===== src/rtl/sync_fifo_param.sv =====
`default_nettype none
// ============================================================================
// Module   : sync_fifo_param
// Brief    : Parametrised single-clock FIFO (any DEPTH) with level, almost
//            thresholds, synchronous flush and overflow/underflow pulses.
//            Define SYNC_FIFO_FWFT_EN for first-word-fall-through reads.
// Revision : 1.0 - initial release
// ============================================================================
module sync_fifo_param #(
    parameter int DATA_WIDTH = 8,
    parameter int DEPTH      = 53,
    parameter int AF_THRESH  = 48,
    parameter int AE_THRESH  = 4,
    parameter int AW         = $clog2(DEPTH),
    parameter int LW         = $clog2(DEPTH + 1)
) (
    input  logic                  clk,
    input  logic                  rst_n,
    input  logic                  clr,
    input  logic                  wr_en,
    input  logic [DATA_WIDTH-1:0] wr_data,
    input  logic                  rd_en,
    output logic [DATA_WIDTH-1:0] rd_data,
    output logic                  rd_valid,
    output logic                  empty,
    output logic                  full,
    output logic                  almost_empty,
    output logic                  almost_full,
    output logic [LW-1:0]         level,
    output logic                  overflow,
    output logic                  underflow
);

    localparam logic [AW-1:0] c_LAST_PTR = AW'(DEPTH - 1);
    localparam logic [AW-1:0] c_ONE_PTR  = AW'(1);
    localparam logic [LW-1:0] c_ONE_LVL  = LW'(1);
    localparam logic [LW-1:0] c_FULL_LVL = LW'(DEPTH);
    localparam logic [LW-1:0] c_AF_LVL   = LW'(AF_THRESH);
    localparam logic [LW-1:0] c_AE_LVL   = LW'(AE_THRESH);

    logic [DATA_WIDTH-1:0] r_mem [0:DEPTH-1];
    logic [AW-1:0]         r_wr_ptr;
    logic [AW-1:0]         r_rd_ptr;
    logic [LW-1:0]         r_level;
    logic                  r_overflow;
    logic                  r_underflow;

    logic                  w_empty;
    logic                  w_full;
    logic                  w_wr_acc;
    logic                  w_rd_acc;
    logic [AW-1:0]         w_wr_ptr_nxt;
    logic [AW-1:0]         w_rd_ptr_nxt;

    assign w_empty  = (r_level == '0);
    assign w_full   = (r_level == c_FULL_LVL);
    assign w_wr_acc = wr_en && !w_full  && !clr;
    assign w_rd_acc = rd_en && !w_empty && !clr;

    // DEPTH need not be a power of two, so wrap is an explicit compare
    assign w_wr_ptr_nxt = (r_wr_ptr == c_LAST_PTR) ? '0 : r_wr_ptr + c_ONE_PTR;
    assign w_rd_ptr_nxt = (r_rd_ptr == c_LAST_PTR) ? '0 : r_rd_ptr + c_ONE_PTR;

    always_ff @(posedge clk) begin
        if (w_wr_acc) begin
            r_mem[r_wr_ptr] <= wr_data;
        end
    end

    always_ff @(posedge clk or negedge rst_n) begin
        if (!rst_n) begin
            r_wr_ptr    <= '0;
            r_rd_ptr    <= '0;
            r_level     <= '0;
            r_overflow  <= 1'b0;
            r_underflow <= 1'b0;
        end else if (clr) begin
            r_wr_ptr    <= '0;
            r_rd_ptr    <= '0;
            r_level     <= '0;
            r_overflow  <= 1'b0;
            r_underflow <= 1'b0;
        end else begin
            r_overflow  <= wr_en && w_full;
            r_underflow <= rd_en && w_empty;
            if (w_wr_acc) begin
                r_wr_ptr <= w_wr_ptr_nxt;
            end
            if (w_rd_acc) begin
                r_rd_ptr <= w_rd_ptr_nxt;
            end
            case ({w_wr_acc, w_rd_acc})
                2'b10:   r_level <= r_level + c_ONE_LVL;
                2'b01:   r_level <= r_level - c_ONE_LVL;
                default: r_level <= r_level;
            endcase
        end
    end

`ifdef SYNC_FIFO_FWFT_EN
    // Head word is presented directly; zero while empty so reset reads back clean
    assign rd_data  = w_empty ? '0 : r_mem[r_rd_ptr];
    assign rd_valid = !w_empty;
`else
    logic [DATA_WIDTH-1:0] r_rd_data;
    logic                  r_rd_valid;

    always_ff @(posedge clk or negedge rst_n) begin
        if (!rst_n) begin
            r_rd_data  <= '0;
            r_rd_valid <= 1'b0;
        end else begin
            r_rd_valid <= w_rd_acc;
            if (w_rd_acc) begin
                r_rd_data <= r_mem[r_rd_ptr];
            end
        end
    end

    assign rd_data  = r_rd_data;
    assign rd_valid = r_rd_valid;
`endif

    assign empty        = w_empty;
    assign full         = w_full;
    assign almost_empty = (r_level <= c_AE_LVL);
    assign almost_full  = (r_level >= c_AF_LVL);
    assign level        = r_level;
    assign overflow     = r_overflow;
    assign underflow    = r_underflow;

endmodule
`default_nettype wire


===== config.mk =====
export PLATFORM = sky130hd
export DESIGN_NAME = sync_fifo_param
export DESIGN_NICKNAME = d
export VERILOG_FILES = /design/src/rtl/sync_fifo_param.sv
export SDC_FILE = /design/constraint.sdc
export NUM_CORES = 1
export LEC_CHECK = 0
export ABC_AREA = 1
export BUFFER_PORTS_ARGS = -buffer_cell sky130_fd_sc_hd__buf_2
export CORE_ASPECT_RATIO = 0.8
export CORE_MARGIN = 2
export CORE_UTILIZATION = 50
export CTS_CLUSTER_DIAMETER = 50
export CTS_CLUSTER_SIZE = 20
export DETAILED_ROUTE_END_ITERATION = 8
export HOLD_SLACK_MARGIN = 0.06
export PLACE_DENSITY = 0.64
export SLEW_MARGIN = 20
export SYNTH_ARGS = -nofsm -noshare
export SYNTH_HDL_FRONTEND = slang
export SYNTH_SLANG_ARGS = --single-unit

===== constraint.sdc =====
create_clock -name clk -period 2.8 [get_ports clk]
set_input_delay 0.56 -clock clk [delete_from_list [all_inputs] [get_ports clk]]
set_output_delay 0.56 -clock clk [all_outputs]
set_load 0.05 [all_outputs]

==> flow_metrics.tcl, run 1 <==
set metrics [dict create \
    status "finished clean" \
    drc 0 \
    root_buffer "clkbuf_16" \
    cp.depth 7 \
    nets 1661 \
    critical_path.max_stage_delay_ps 680 \
    rsz0062_at_grt "false" \
    cp_slowest_cell "nor2_1" \
    pwr-share-clk_pct 30.7 \
    ys_types 39 \
    clk_latency_ps 550 \
    maxCapViolations 0 \
    fmax_mhz 389.9 \
    cellPowerDensity_nw_per_um2 803.0 \
    synth_edf_count 424 \
    ant_nets 0 \
    final-setup-viol-count 0 \
    fin_tns_setup_ps 0 \
    via_per_inst 5.845 \
    yosys_warnings 0 \
    vias 12584 \
    criticalPathCategory "reg -> reg" \
    crit_arrival_ps 2750 \
    grt_overflow 0 \
    gr-usage-all-layers_pct 24.76 \
    rrSetupSlack_ps 240 \
    syn_area_um2 18770 \
    io_buffers 33 \
    cp_num_buf_inv 1 \
    post_drt_wl_per_cell_um 22.02 \
    dp_worst_setup_slack_ps 106.9 \
    p_leak_uw 0.007491 \
    start_util_pct 50.68 \
    syn_avg_cell_area_um2 12.07 \
    power.switching_uw 5537 \
    hold_viol 0 \
    ys_seq_elements 453 \
    cts_buffer_depth 3 \
    drv_slew 0 \
    rows 63 \
    place.detailed.hpwl_um 28810 \
    numCtsBuffers 34 \
    comb_power_share_pct 24.0 \
    timing.final.crit_share_pct 91.60 \
    synthCells 1556 \
    die_width_um 220.6 \
    startpoint_type "register" \
    relSlewSlack_pct 48.70 \
    die-area_um2 39120 \
    synth-seq-area-share_pct 71.68 \
    totalWireLength_um 47410 \
    antenna_cells 0 \
    syn_to_final_growth_pct 12.52 \
    rr_worst_depth 7 \
    ir_drop_uv 784.1 \
    grt_pass1_vias 11889 \
    async_flop_share_pct 6.402 \
    synth_compound_area_share_pct 8.964 \
    path_cells "nand2_1, nor2_1, nand2_1, nand2_2, inv_1, nand4_1, nor2_1" \
    htreeDepth 2 \
    required_ps 2980 \
    synth_top_family_by_area "simple AND/OR/NAND/NOR gates" \
    tightest_slew_ps 761.4 \
    antenna_found_initial 0 \
    yosys.area_share.simple_pct 14.40 \
    post_cts_resized 0 \
    hold_path.class "in -> reg" \
    fp.dieH_um 177.3 \
    syn_nets 1576 \
    fillers 3042 \
    worstReg2RegStart "level[5]" \
    path_max_fanout 9 \
    gp_congestion 0.9118 \
    clkTransAtPathRegs_ps 80 \
    cts_sinks 453 \
    cts_tree "done" \
    skew_ps 18.75 \
    timing.final.crit_period_ps 2565 \
    grt_pass1_wl_um 72030 \
    synthXorXnorAreaFrac_pct 0.4665 \
    synth_mux_area_share_pct 0 \
    drive_above_1_share_pct 12.79 \
    p_seq_share_pct 45.3 \
    synthAdderAreaFrac_pct 0.4665 \
    core_area_um2 37050 \
    synth_top_area_share_pct 67.82 \
    io_pins 34 \
    worst_slack_ps 235.1 \
    synth_top_cell_by_area "edfxtp_1" \
    grt_max_degree 61 \
    r2r_end "r_mem[0][2]" \
    first_pass_iters 7 \
    cp_top_family "simple AND/OR/NAND/NOR gates" \
    synth-main-ff-cell "edfxtp_1" \
    cp-startpoint "level[5]" \
    intPower_uw 11430 \
    synth.area.top_cells "edfxtp_1, nor2_1, o21ai_0" \
    p_sw_share_pct 32.64 \
    cp-endpoint "r_mem[0][2]" \
    endpoint_kind "register" \
    drt_iter0_markers 1647 \
]
==> power groups by stage <==
stage          Combinational, uW  Clock [uW]  Sequential (uW)
5_1_grt                     4460        5530             7700
6_report                    4070        5210             7680
3_5_place_dp                4050           0             7830
3_3_place_gp                4020           0             7830
4_1_cts                     4070        5260             7680
2_1_floorplan               2550           0             8110
==> stage by stage <==
stage / util, % / power (uW) / cells / area [um^2] / hold WS, ps
after CTS: 57.02 / 17000 / 2153 / 21120 / 267.5
final: 57.02 / 16960 / 2153 / 21120 / 278.6
after detailed placement: 53.85 / 11880 / 2091 / 19950 / 459.9
after global routing: 57.02 / 17690 / 2153 / 21120 / 297.2
after floorplan: - / 10660 / 1556 / 18780 / 264.4
after global placement: 53.85 / 11850 / 2091 / 19950 / 462.0
==> worst min path at each step <==
stage | startpoint | to | cells past startpoint
global route | rd_en | underflow | 3
finish | rd_en | underflow | 3
floorplan | rst_n | level[0] | 0
global placement | rd_data[1] | rd_data[1] | 2
CTS | rd_en | underflow | 3
detailed placement | rd_data[7] | rd_data[7] | 2
==> cell usage after synthesis, types with 4 or more instances <==
| master | count |
|---|---|
| a21oi_1 | 26 |
| buf_1 | 6 |
| buf_2 | 30 |
| buf_4 | 15 |
| buf_6 | 18 |
| clkbuf_1 | 20 |
| dfrtp_1 | 29 |
| edfxtp_1 | 424 |
| ha_1 | 7 |
| inv_1 | 32 |
| inv_2 | 4 |
| nand2_1 | 209 |
| nand3_1 | 128 |
| nand4_1 | 7 |
| nor2_1 | 300 |
| nor3_1 | 5 |
| o211ai_1 | 55 |
| o21ai_0 | 164 |
| o21ai_1 | 19 |
| o221ai_1 | 7 |
| o22ai_1 | 21 |
| xor2_1 | 8 |
==> kinds of logic (layout without fill, tap and decap cells) <==
family	count (synthesis)	count (layout)
simple gates	659	659
flops	453	453
compound gates	296	296
buf+inv	131	241
xor+xnor	10	10
fa+ha+maj	7	7
==> registers in the layout, summed over array words and instances, names as in the netlist <==
signal / flops
rd_data: 8
overflow: 1
r_mem: 424
underflow: 1
rd_valid: 1
r_rd_ptr: 6
r_wr_ptr: 6
level: 6
==> final cells by class <==
type / instances / area (um^2) / area share (%)
Clock buffer: 38 / 887.1 / 4.199
Sequential cell: 453 / 13470 / 63.75
Clock inverter: 23 / 277.8 / 1.315
Tap cell: 487 / 609.3 / 2.885
Multi-Input combinational cell: 972 / 4567 / 21.62
Timing Repair Buffer: 140 / 1159 / 5.485
Inverter: 40 / 157.7 / 0.7463
==> cell usage in the layout (no fill, tap or decap), types with 32 or more instances in the layout <==
| cell type | count |
|---|---|
| o21ai_0 | 164 |
| o211ai_1 | 55 |
| nand3_1 | 128 |
| buf_2 | 33 |
| buf_4 | 91 |
| edfxtp_1 | 424 |
| nand2_1 | 209 |
| nor2_1 | 300 |
| inv_1 | 32 |
| clkbuf_16 | 35 |
==> repair_timing <==
action                                 4_1_cts  5_1_grt
setup buffers                                0        0
hold buffers                                 1        0
endpoints found under the hold margin        6        0
==> worst reg2reg max path, stage by stage (launching register included) <==
cell and delay, ps:
dfrtp_1 450, nand2_1 120, nor2_1 40, nand2_1 100
nand2_2 100, inv_1 220, nand4_1 490, nor2_1 680
==> metal layers <==
metal / global-route usage (%) / wire length, um
met3: 4.679 / 4023
met2: 37.57 / 21720
met4: 7.528 / 1263
met1: 36.48 / 20400
met5: 0 / 0
Note: power is estimated with default switching activity, not from simulation.
==> run 2, diff against run 1 <==
--- a/config.mk
+++ b/config.mk
@@ -5,12 +5,11 @@
 export SDC_FILE = /design/constraint.sdc
 export NUM_CORES = 1
 export LEC_CHECK = 0
-export ABC_AREA = 1
 export BUFFER_PORTS_ARGS = -buffer_cell sky130_fd_sc_hd__buf_2
 export CORE_ASPECT_RATIO = 0.8
 export CORE_MARGIN = 2
 export CORE_UTILIZATION = 50
-export CTS_CLUSTER_DIAMETER = 50
+export CTS_CLUSTER_DIAMETER = 40
 export CTS_CLUSTER_SIZE = 20
 export DETAILED_ROUTE_END_ITERATION = 8
 export HOLD_SLACK_MARGIN = 0.06
==> run 2 against run 1 <==
Power is 3.5% higher. Die area is 3.9% lower. Worst hold slack better by 2.1 ps.
==> flow_metrics.tcl, run 2 <==
set metrics [dict create \
    status "finished clean" \
    postPlaceCellArea_um2 19570 \
    startpoint_type "register" \
    first_pass_iters 5 \
    post_drt_wl_per_cell_um 26.09 \
    final_common_cell "edfxtp_1" \
    cts_buffer_depth 3 \
    grt_max_degree 54 \
    vias 9660 \
    yosys_warnings 0 \
    die_width_um 216.3 \
    fin_util_pct 59.31 \
    post_cts_resized 0 \
    syn_nets 970 \
    core_area_um2 35680 \
    synth_edf_count 424 \
    regMostFlops "r_mem" \
    criticalPathCategory "reg -> out" \
    layout_common_cells "edfxtp_1, buf_4, mux4_2" \
    hold_depth 2 \
    synthCells 950 \
    grt_use_met1_pct 35.00 \
    totalWireLength_um 42240 \
    gp_congestion 0.8250 \
    path_max_fanout 7 \
    timing.final.crit_share_pct 92.39 \
    timing.final.crit_period_ps 2587 \
    drt_iter0_markers 1225 \
    clk_latency_ps 570 \
    fin_tns_setup_ps 0 \
    grt_overflow 0 \
    grt_use_met3_pct 4.632 \
    rows 62 \
    rsz0062_at_grt "false" \
    cts_tree "done" \
    hold_path.class "in -> reg" \
    synth-main-ff-cell "edfxtp_1" \
    worst_slack_ps 213.2 \
    relSlewSlack_pct 38.48 \
    ir_drop_uv 456.2 \
    htreeDepth 2 \
    final_cell_area_um2 21160 \
    required_ps 2240 \
    synth_top_area_share_pct 70.61 \
    grt_pass1_vias 9550 \
    ant_nets 0 \
    rr_worst_depth 8 \
    drive_above_1_share_pct 30.29 \
    syn_to_final_growth_pct 17.37 \
    antenna_cells 0 \
    hold_viol 0 \
    antenna_found_initial 1 \
    via_per_inst 5.967 \
    ys_seq_elements 453 \
    synth-seq-area-share_pct 74.64 \
    async_flop_share_pct 6.402 \
    syn_area_um2 18030 \
    grt_pass1_wl_um 62640 \
    maxCapViolations 0 \
    hp-start "clr" \
    synth_top_cell_by_area "edfxtp_1" \
    place.detailed.hpwl_um 27570 \
    nets 1122 \
    synth.area.top_cells "edfxtp_1, mux4_2, dfrtp_1" \
    clkTransAtPathRegs_ps 60 \
    crit_arrival_ps 2030 \
    met2_usage_pct 33.97 \
    netlist_top_cells_count "edfxtp_1, mux4_2, nor2_1" \
    io_pins 34 \
    dp_worst_setup_slack_ps 184.9 \
    cts_hold_buf 1 \
    grt.busiest_layer "met1" \
    gr-usage-all-layers_pct 22.96 \
    fp.dieH_um 173.9 \
    worstReg2RegStart "r_rd_ptr[0]" \
    cts_setup_buffers 0 \
    die-area_um2 37610 \
    syn_avg_cell_area_um2 18.98 \
    numCtsBuffers 46 \
    drv_slew 0 \
    fillers 2656 \
    tightest_slew_ps 922.9 \
    yosysMostFrequentCell "edfxtp_1" \
    final-setup-viol-count 0 \
    io_buffers 33 \
    ys_types 52 \
    skew_ps 22.54 \
    cp-startpoint "level[3]" \
    p_leak_uw 0.007027 \
    drc 0 \
    fmax_mhz 386.6 \
    start_util_pct 50.53 \
    largest_reg_flops 424 \
    total_power_uw 17560 \
    endpoint_kind "output port" \
    root_buffer "clkbuf_16" \
    cts_sinks 453 \
    cellPowerDensity_nw_per_um2 830.0 \
]
==> run 2: path summary, 6_finish.rpt <==
kind / endpoint / slack [ps]
max: full / 210
min: level[2] / 280
max reg2reg: rd_data[0] / 230
min reg2reg: rd_data[5] / 540
max in group asynchronous: r_rd_ptr[1] / 1660
min in group asynchronous: underflow / 590
==> run 2: routing by layer <==
layer / routed length [um] / share of wire, %
met4: 1027 / 2.4
met3: 3495 / 8.3
met2: 19260 / 46
met5: 13 / 0.031
met1: 18450 / 44
==> run 2: layout make-up <==
cell class	count	area (um^2)	area share [%]
Sequential cell	453	13470	63.63
Multi-Input combinational cell	437	4295	20.30
Clock buffer	53	1241	5.865
Timing Repair Buffer	154	1176	5.558
Tap cell	480	600.6	2.838
Clock inverter	32	346.6	1.638
Inverter	10	37.54	0.1774
==> run 2: report_power, final <==
part | leakage [uW] | total (uW) | internal [uW] | switching (uW)
clock | 0.000777 | 6280 | 3560 | 2720
sequential | 0.00419 | 7720 | 7530 | 195
combinational | 0.00206 | 3560 | 1560 | 2000
total | 0.00703 | 17600 | 12700 | 4910
==> run 2: critical path, cell delays in order, from the launching register on <==
cell	delay, ps
dfrtp_1	440
or2_2	310
or2_2	320
inv_1	120
buf_2	280
==> run 2: cells by family (layout without fill, tap and decap cells) <==
kind of cell | after synthesis | after routing | share of synthesized area, %
flops | 453 | 453 | 74.64
buf+inv | 60 | 249 | 1.582
fa+ha+maj | 7 | 7 | 0.4857
mux | 139 | 139 | 14.75
simple gates | 185 | 185 | 4.621
xor+xnor | 4 | 4 | 0.1943
compound gates | 102 | 102 | 3.726
==> run 2: stage by stage <==
step	std cells	hold slack, ps
2_1_floorplan	950	264.4
3_3_place_gp	1533	528.8
3_5_place_dp	1533	524.9
4_1_cts	1619	258.3
5_1_grt	1619	297.8
6_report	1619	280.7
